--- src/rtl/serial_comparator.sv ---
// serial_comparator: compares two unsigned operands streamed MSB first, one
// bit pair per accepted cycle, and reports equal/less/greater with a one-cycle
// done pulse.
// Optional feature: define SERIAL_COMPARE_EARLY_EXIT_EN to finish as soon as
// the first differing bit pair is consumed. By default all input_size pairs
// are always consumed, so latency is fixed.
module serial_comparator #(
  parameter int input_size = 8
) (
  input  logic clk,
  input  logic rst,
  input  logic start,
  input  logic bit_valid,
  input  logic bit_a,
  input  logic bit_b,
  output logic bit_ready,
  output logic busy,
  output logic done,
  output logic equal,
  output logic less,
  output logic greater
);

  localparam int cnt_w = $clog2(input_size + 1);
  localparam logic [cnt_w-1:0] last_cnt = cnt_w'(input_size - 1);

  typedef enum logic [1:0] {
    IDLE = 2'b00,
    RUN  = 2'b01,
    DONE = 2'b10
  } state_t;

  state_t           state;
  logic [cnt_w-1:0] cnt;
  logic             decided;
  logic             rel_gt;

  logic consume_s;
  logic differ_s;
  logic finish_s;
  logic final_eq_s;
  logic final_gt_s;

  // Decode the consume event, completion condition and final relation
  always_comb begin
    consume_s  = 1'b0;
    differ_s   = bit_a ^ bit_b;
    finish_s   = 1'b0;
    final_eq_s = 1'b0;
    final_gt_s = 1'b0;
    // a start in RUN restarts the comparison, so that cycle's pair is dropped
    if (state == RUN) begin
      consume_s = bit_valid & ~start;
    end else begin
      consume_s = 1'b0;
    end
`ifdef SERIAL_COMPARE_EARLY_EXIT_EN
    finish_s = consume_s & ((cnt == last_cnt) | (~decided & differ_s));
`else
    finish_s = consume_s & (cnt == last_cnt);
`endif
    // the pair being consumed now still counts if nothing was decided yet
    if (decided) begin
      final_eq_s = 1'b0;
      final_gt_s = rel_gt;
    end else begin
      final_eq_s = ~differ_s;
      final_gt_s = differ_s & bit_a;
    end
  end

  // Control FSM with registered handshake and result outputs
  always_ff @(posedge clk or posedge rst) begin
    if (rst) begin
      state     <= IDLE;
      cnt       <= '0;
      decided   <= 1'b0;
      rel_gt    <= 1'b0;
      bit_ready <= 1'b0;
      busy      <= 1'b0;
      done      <= 1'b0;
      equal     <= 1'b0;
      less      <= 1'b0;
      greater   <= 1'b0;
    end else begin
      case (state)
        IDLE: begin
          done <= 1'b0;
          if (start) begin
            state     <= RUN;
            cnt       <= '0;
            decided   <= 1'b0;
            rel_gt    <= 1'b0;
            bit_ready <= 1'b1;
            busy      <= 1'b1;
          end else begin
            bit_ready <= 1'b0;
            busy      <= 1'b0;
          end
        end
        RUN: begin
          if (start) begin
            cnt     <= '0;
            decided <= 1'b0;
            rel_gt  <= 1'b0;
          end else if (consume_s) begin
            cnt <= cnt + cnt_w'(1);
            if (!decided && differ_s) begin
              decided <= 1'b1;
              rel_gt  <= bit_a;
            end else begin
              decided <= decided;
            end
            if (finish_s) begin
              state     <= DONE;
              bit_ready <= 1'b0;
              done      <= 1'b1;
              equal     <= final_eq_s;
              greater   <= ~final_eq_s & final_gt_s;
              less      <= ~final_eq_s & ~final_gt_s;
            end else begin
              state <= RUN;
            end
          end else begin
            state <= RUN;
          end
        end
        DONE: begin
          // start is deliberately ignored here
          state     <= IDLE;
          bit_ready <= 1'b0;
          busy      <= 1'b0;
          done      <= 1'b0;
        end
        default: begin
          state     <= IDLE;
          bit_ready <= 1'b0;
          busy      <= 1'b0;
          done      <= 1'b0;
        end
      endcase
    end
  end

endmodule

--- config.mk ---
export PLATFORM = sky130hd
export DESIGN_NAME = serial_comparator
export DESIGN_NICKNAME = d
export VERILOG_FILES = /design/src/rtl/serial_comparator.sv
export SDC_FILE = /design/constraint.sdc
export NUM_CORES = 1
export LEC_CHECK = 0
export CAP_MARGIN = 20
export CORE_UTILIZATION = 45
export CTS_CLUSTER_DIAMETER = 50
export DETAILED_ROUTE_END_ITERATION = 10
export HOLD_SLACK_MARGIN = 0.1
export PLACE_DENSITY = 0.7
export SLEW_MARGIN = 20
export SYNTH_ARGS = -nofsm -noshare
export SYNTH_HDL_FRONTEND = slang
export SYNTH_SLANG_ARGS = --single-unit
--- constraint.sdc ---
create_clock -name clk -period 1.9 [get_ports clk]
set_input_delay 0.19 -clock clk [delete_from_list [all_inputs] [get_ports clk]]
set_output_delay 0.19 -clock clk [all_outputs]
set_load 0.02 [all_outputs]
After elaboration in Yosys (flattened, before gate mapping)

Cells that the tools add are included.

$add $sub $neg: 1
$mul: 0
Div/mod/pow operators: 0
Order comparisons: 0
Equal/unequal tests: 8
Shifts and indexed selects: 0
Mux-type cells: 31
Bitwise logic cells: 10
Reduce and logical (&&, ||, !) cells: 9

Operator list:

| operator            | number |
|---|---|
| $mux 1              | 18 |
| $mux 4              | 3 |
| $mux 2              | 4 |
| $ne 2x2->1 const B  | 4 |
| $pmux 1 s2          | 4 |
| $pmux 4 s2          | 1 |
| $reduce_and 4->1    | 2 |
| $reduce_and 3->1    | 2 |
| $and 1x1->1         | 5 |
| $add 4x1->4 const B | 1 |
| $eq 4x3->1 const B  | 1 |
| $not 1->1           | 4 |
| $pmux 2 s2          | 1 |
| $ne 3x2->1 const B  | 1 |
| $ne 3x3->1 const B  | 1 |
| $eq 2x1->1 const B  | 1 |
| $logic_not 2->1     | 1 |
| $reduce_and 2->1    | 1 |
| $reduce_bool 2->1   | 1 |
| $logic_and 1x1->1   | 1 |
| $logic_not 1->1     | 1 |
| $xor 1x1->1         | 1 |

Bits in registers: 14
Bits in latches: 0
Bits in writable memories: 0
Bits in read-only memories: 0
Input port bits: 6
Logic and storage cells: 69
Memories: 0

Longest topological paths before layout

Gate-level depths: netlist of run 1.

Depth in word-level cells: 8
Depth in mapped cells: 5

Worst setup path before layout of run 1

No wires, ideal clock.

Kind: register -> register
Start point: register state[1]
End point: register equal
Library setup time: 0.125 ns
Arrival: 1.360 ns
Required time: 1.775 ns
Path slack: 0.415 ns
Cell stages (with the launch flop): 6
Clock period less this slack: 1.485 ns
Cells stage by stage: dfrtp_1 buf_4 and4bb_1 and4b_1 buf_6 mux2_4

Cells in the longest elaborated chain, start to end: 4

Ends and longest elaborated chain:

| item                         | RTL line | RTL |
|---|---|---|
| start, declared              | 33       | `state_t state;` |
| start signal, assigned       | 75       | `state <= IDLE;` |
| start signal, assigned       | 90       | `state <= RUN;` |
| start signal, assigned       | 115      | `state <= DONE;` |
| $eq 2x1->1 *                 | 52, 86   |  |
| $mux 1                       | 52       | `if (state == RUN) begin` |
| $and 1x1->1                  | 60       | `finish_s = consume_s & (cnt == last_cnt);` |
| $reduce_and 4->1 (no line) * | --       |  |
| end signal, assigned         | 118      | `equal <= final_eq_s;` |
| end, declared                | 19       | `output logic equal,` |

Every way passes the cells marked *; elsewhere a longest branch is shown, timed or not.
A chain may end at the register's enable or synchronous reset.

Worst setup path after layout of run 1

Start point: register state[1]
End point: register greater

Cells in the longest elaborated chain, start to end: 4

Ends and longest elaborated chain:

| item                         | RTL line | RTL |
|---|---|---|
| $eq 2x1->1 *                 | 52, 86   |  |
| $mux 1                       | 52       |  |
| $and 1x1->1                  | 60       |  |
| $reduce_and 4->1 (no line) * | --       |  |
| end signal, assigned         | 119      | `greater <= ~final_eq_s & final_gt_s;` |
| end, declared                | 21       | `output logic greater` |

Marked as above.

==> run metrics, run 1 <==
Clk Tree Root Cell sky130_fd_sc_hd__clkbuf_4; fraction of final layout cells with drive strength greater than 1 between 10% and 20%; RR Endpoint greater; Total Die Area about 1700 um2; Fin. Hold Viols 0; launch instance of the worst register-to-register path state[1]; Chip Width between 40 and 50 um; final worst path period share 78.7%; distinct cell type count of the synthesized netlist 26; clock edge transition at the registers on the reported setup and hold paths roughly 0.090 ns; number of clock sinks seen by CTS 14; clock share of power a little over a third; vias in the first global route about 460; global-route usage over all layers 19.9%; vertical die dimension approximately 41 um; Port Buf Inserts 11; antenna violations before repair 0; post-synthesis async set-or-reset flop share 100%; Clock Tree Buf Depth 2; Placeable Area around 1400 um2; Fillers between 100 and 150; actual slew at the worst max-slew pin roughly 0.5 ns; Yosys warning total 0; switching power roughly 140 uW; register area share after synthesis between 50 and 60%; number of slew-limit violations in the final report 0; TritonRoute pass-1 iters 4; I/O pin count 12; First DRT Iteration DRCs 8; row cnt 13; required time worst endpoint roughly 2.1 ns; leakage power between 0.0004 and 0.0005 uW; pin count of the biggest net entering global routing 15; VDD IR max 0.394 mV; netlist area before placement approximately 690 um2; routed vias 525; post-CTS sizing 0; library cell with the largest summed area after synthesis sky130_fd_sc_hd__dfrtp_1; Worst R2R Setup Slack between 0.4 and 0.5 ns; Worst Setup Start Kind flip-flop; Routed Wire Length around 1.3 mm; synthesized netlist cell count 63; critical path endpoint category flip-flop; largest fanout of any net on the critical path 4; Post-DRT Antenna Nets 0; global-route wire length before repair between 2 and 2.5 mm; Storage cell area 350 um2; n_diodes 0; number of vias per cell between 5 and 6; unrepaired setup endpoints after global routing false; CTS tree built; fmax around 0.67 GHz; top cells by area in the synthesized netlist sky130_fd_sc_hd__dfrtp_1 51%, sky130_fd_sc_hd__mux2i_1 5.8%, sky130_fd_sc_hd__mux2_4 4.4%; Util after Layout 63.6%; number of buffers created by CTS 3; outcome finished clean; endpoints failing setup 0; Avg Cell Area, Syn between 10 and 15 um2; Reg power frac a little over half; post-route clock skew 0.00981 ns; post-layout minimum cycle time roughly 1.5 ns; share of the synthesized area in the top cell type between 50% and 60%; worst hold-check path type input pin to asynchronous set/reset pin; starting density of the core 50.4%; Max-Slew Margin vs Limit ~66%; post-synthesis net count roughly 70; cell area power density a little under 700 nW/um2; hold bufs inserted after CTS 0; routed len/inst 13.3 um; logic gate share of total power between 10% and 20%; total setup buffers inserted after CTS 0; Synth-to-Final Area Change 26.2%; GR Overflow Total 0; switching share of power 23.3%; Arr. time, crit path roughly 1.7 ns; maxcap violations 0; kind of critical path flip-flop to flip-flop; setup TNS 0 ns; DPL Wire Length roughly 940 um; number of flops mapped to enable cells by yosys 0; Most used DFF post-synth sky130_fd_sc_hd__dfrtp_1; worst-case reg-to-reg path depth 3; area taken by multi-input logic gates around 300 um2; drc violations 0; nets 89; internal power component about 460 uW; number of storage elements in the synthesis netlist 14; routability congestion estimate from global placement approximately 0.76; CTS H-tree lvls 1; clock network latency to the later pin of the worst-skew pair 0.29 ns
-- state kept, by name, summed over array words and instances, names as in the netlist --
| name | count |
|---|---|
| greater | 1 |
| busy | 1 |
| done | 1 |
| bit_ready | 1 |
| cnt | 4 |
| rel_gt | 1 |
| equal | 1 |
| less | 1 |
| state | 2 |
| decided | 1 |
-- per-layer routing --
metal / share of wire [%] / vias to the layer above / wire length (um) / track usage, %
met5: 0 / - / 0 / 0
met4: 1.7 / 0 / 22 / 12.1
met3: 3.6 / 4 / 45 / 4.89
met2: 44 / 13 / 553 / 28.1
met1: 51 / 246 / 640 / 27.0
li1: - / 262 / - / -
-- worst max-delay path: stages, from the launching register on --
cell and delay [ns]:
sky130_fd_sc_hd__dfrtp_1 0.41, sky130_fd_sc_hd__and4bb_1 0.31, sky130_fd_sc_hd__and4b_1 0.35, sky130_fd_sc_hd__mux2_4 0.32
-- power by group through the flow --
stage | logic (uW) | clock network, uW | registers, uW
6_report | 68.2 | 217 | 316
4_1_cts | 69.1 | 225 | 316
5_1_grt | 78.1 | 232 | 318
3_3_place_gp | 68.2 | 0 | 322
2_1_floorplan | 35.3 | 0 | 324
3_5_place_dp | 69.1 | 0 | 322
-- cell usage after synthesis, types with 2 or more instances --
library cell and number:
sky130_fd_sc_hd__dfrtp_1 14, sky130_fd_sc_hd__mux2i_1 4, sky130_fd_sc_hd__nor2_1 3, sky130_fd_sc_hd__a21oi_1 4
sky130_fd_sc_hd__ha_1 2, sky130_fd_sc_hd__or2b_1 2, sky130_fd_sc_hd__inv_1 4, sky130_fd_sc_hd__o21ai_0 5
sky130_fd_sc_hd__mux2_4 2, sky130_fd_sc_hd__nand2_1 5, sky130_fd_sc_hd__nand3_1 3
-- worst max path at each step --
| stage | start | end | depth (start not counted) |
|---|---|---|---|
| final | state[1] | greater | 3 |
| after global routing | state[1] | greater | 3 |
| after CTS | state[1] | greater | 3 |
| after detailed placement | start | greater | 4 |
| after global placement | start | equal | 4 |
| after floorplan | state[1] | equal | 5 |
-- placed cells by master (no fill, tap or decap), types with 2 or more instances in the layout --
master / n
sky130_fd_sc_hd__dfrtp_1: 14
sky130_fd_sc_hd__clkdlybuf4s50_1: 11
sky130_fd_sc_hd__nand2_1: 5
sky130_fd_sc_hd__o21ai_0: 5
sky130_fd_sc_hd__buf_4: 5
sky130_fd_sc_hd__inv_1: 4
sky130_fd_sc_hd__mux2i_1: 4
sky130_fd_sc_hd__a21oi_1: 4
sky130_fd_sc_hd__nor2_1: 3
sky130_fd_sc_hd__nand3_1: 3
sky130_fd_sc_hd__clkbuf_4: 3
sky130_fd_sc_hd__or2b_1: 2
sky130_fd_sc_hd__mux2_4: 2
sky130_fd_sc_hd__ha_1: 2
-- cell type report --
class	instances	share of cell area (%)
well taps	15	2.16
clock buffers	4	4.18
repair buffers	16	17.0
inverters	4	1.73
flip-flops and latches	14	40.3
multi-input cells	42	34.6
-- kinds of logic (layout without fill, tap and decap cells) --
kind of cell | Yosys count | in the layout | share of synthesized area (%)
buffers and inverters | 7 | 24 | 5.45
AO/OA/AOI/OAI | 15 | 15 | 13.3
multiplexers | 6 | 6 | 10.2
adder cells (fa/ha/maj) | 2 | 2 | 3.64
flip-flops | 14 | 14 | 50.9
AND/OR/NAND/NOR | 19 | 19 | 16.5
-- stage by stage --
| stage | cell area [um2] | power (uW) | std cells | setup slack, ns | hold WS (ns) |
|---|---|---|---|---|---|
| after global placement | 832 | 390 | 91 | 0.239 | 0.466 |
| after floorplan | 688 | 360 | 63 | 0.415 | 0.0792 |
| after global routing | 868 | 628 | 95 | 0.380 | 0.319 |
| after CTS | 868 | 611 | 95 | 0.408 | 0.247 |
| final | 868 | 602 | 95 | 0.404 | 0.228 |
| after detailed placement | 832 | 391 | 91 | 0.213 | 0.460 |
No activity file was read; power rests on OpenSTA's default activity.
==> run 2, diff against run 1 <==
clock period = 1.5 ns   (was 1.9 ns; I/O delays follow)
==> run 2 against run 1 <==
Compared with the run above:
- worst setup slack lost 0.34 ns
- worst hold slack lost 0.050 ns
- sequential share of layout area down 1.1 points
- clock skew down 0.0032 ns
- final cell count rose by 3.2%
- critical path type unchanged
- die area did not move
==> run metrics, run 2 (synthesized netlist as in run 1, its figures left out) <==
critical path endpoint category flip-flop; number of buffers created by CTS 3 (unchanged); required time worst endpoint 1.68 ns (-0.40 ns); GR Overflow Total 0 (unchanged); nets 92 (+3.4%); kind of critical path flip-flop to flip-flop; Fillers 107 (-7.0%); fraction of final layout cells with drive strength greater than 1 19.3% (+4.3 points); outcome finished clean; Util after Layout 65.3% (+1.7 points); TritonRoute pass-1 iters 4 (unchanged); maxcap violations 0 (unchanged); vertical die dimension 41.1 um (unchanged); Max-Slew Margin vs Limit 65.6% (-0.14 points); largest fanout of any net on the critical path 4 (unchanged); final design area excluding fillers 892 um2 (+2.7%); vias in the first global route 439 (-4.4%); global-route usage over all layers 19.8% (-0.16 points); post-layout minimum cycle time 1.43 ns (-0.0607 ns); number of slew-limit violations in the final report 0 (unchanged); routed len/inst 13.9 um (+4.6%); VDD IR max 0.473 mV (+20%); endpoints failing setup 0 (unchanged); Placeable Area 1370 um2 (unchanged); number of clock sinks seen by CTS 14 (unchanged); Synth-to-Final Area Change 29.6%; most common cell after layout, fill and taps aside sky130_fd_sc_hd__dfrtp_1; Most flops, register cnt; Clock Tree Buf Depth 2 (unchanged); worst hold-check path type input pin to asynchronous set/reset pin; Port Buf Inserts 11 (unchanged); n_diodes 0 (unchanged); Total Die Area 1690 um2 (unchanged); row cnt 13 (unchanged); cell area power density 873 nW/um2 (+26%); biggest registers after layout cnt (4), state (2); pin count of the biggest net entering global routing 15 (unchanged); fmax 0.697 GHz (+4.2%); unrepaired setup endpoints after global routing false; Chip Width 41.1 um (unchanged); clock network latency to the later pin of the worst-skew pair 0.29 ns (about the same); clock edge transition at the registers on the reported setup and hold paths 0.10 ns (about the same); DPL Wire Length 995 um (+5.6%); final worst path period share 95.7% (+17 points); routed vias 522 (-0.57%); cell area after placement 855 um2 (+2.7%); Worst Setup Start Kind flip-flop; CTS H-tree lvls 1 (unchanged); drc violations 0 (unchanged); global-route wire length before repair 2.01 mm (-3.6%); post-route clock skew 0.00663 ns (-0.00318 ns); Post-DRT Antenna Nets 0 (unchanged); antenna violations before repair 0 (unchanged); CTS tree built; First DRT Iteration DRCs 10 (+2); hold bufs inserted after CTS 0 (unchanged); number of vias per cell 5.33 (-3.6%); Arr. time, crit path 1.61 ns (-0.07 ns); Fin. Hold Viols 0 (unchanged); Routed Wire Length 1.36 mm (+7.9%); starting density of the core 50.4% (unchanged); leakage power 0.000431 uW (+3.5%); routability congestion estimate from global placement 0.827 (+8.6%); Largest register FFs 4 (unchanged); setup TNS 0 ns (unchanged); Clk Tree Root Cell sky130_fd_sc_hd__clkbuf_4; highest-count cells in the layout ignoring fill and taps 14 x sky130_fd_sc_hd__dfrtp_1, 11 x sky130_fd_sc_hd__clkdlybuf4s50_1, 8 x sky130_fd_sc_hd__buf_4; I/O pin count 12 (unchanged); actual slew at the worst max-slew pin 0.516 ns (+0.00214 ns)
-- run 2: changes by cell type in the layout (fill, tap and decap cells not counted), sizes merged --
cell / delta
buf: +3
-- run 2: critical path, cell delays in order, from the launching register on --
cell and delay [ns]:
sky130_fd_sc_hd__dfrtp_1 0.40, sky130_fd_sc_hd__and4bb_1 0.31, sky130_fd_sc_hd__and4b_2 0.31, sky130_fd_sc_hd__mux2_4 0.31
-- run 2: layout make-up --
type,count,area [um2],share of cell area [%]
repair buffers,19,170,19.1
clock buffers,4,36.3,4.07
multi-input cells,42,302,33.8
flip-flops and latches,14,350,39.3
well taps,15,18.8,2.10
inverters,4,15.0,1.68
-- run 2: repair_timing --
action / 4_1_cts / 5_1_grt
resized for setup: 0 / 1
setup endpoints to repair: 0 / 3
setup buffers: 0 / 0
-- run 2: worst paths after layout --
kind	startpoint	end	cells past startpoint	slack, ns
min in group clk	cnt[3]	cnt[3]	1	0.48
hold reg to reg	cnt[3]	cnt[3]	1	0.48
setup reg to reg	state[1]	equal	3	0.07
max in group asynchronous	rst	less	2	0.97
hold / removal	rst	bit_ready	2	0.18
setup / recovery	state[1]	equal	3	0.07
-- run 2: power by group --
part,total (uW),internal [uW],switching (uW)
clock,286,148,138
combinational,92.5,50.5,42.0
sequential,401,390,10.8
total,779,588,191
-- run 2: metrics by stage --
stage | worst slack (ns) | cells | hold WS (ns) | total power [uW]
5_1_grt | 0.0271 | 98 | 0.253 | 809
3_3_place_gp | -0.120 | 94 | 0.464 | 499
2_1_floorplan | 0.0151 | 63 | 0.0392 | 456
6_report | 0.0651 | 98 | 0.178 | 779
3_5_place_dp | -0.157 | 94 | 0.469 | 501
4_1_cts | 0.0367 | 98 | 0.200 | 776
-- run 2: metal layers --
| layer | track usage (%) | up-vias | wire (um) |
|---|---|---|---|
| met5 | 0 | - | 0 |
| met4 | 14.5 | 0 | 43 |
| met3 | 4.89 | 5 | 44 |
| met2 | 26.6 | 10 | 559 |
| met1 | 26.8 | 241 | 715 |
| li1 | - | 266 | - |
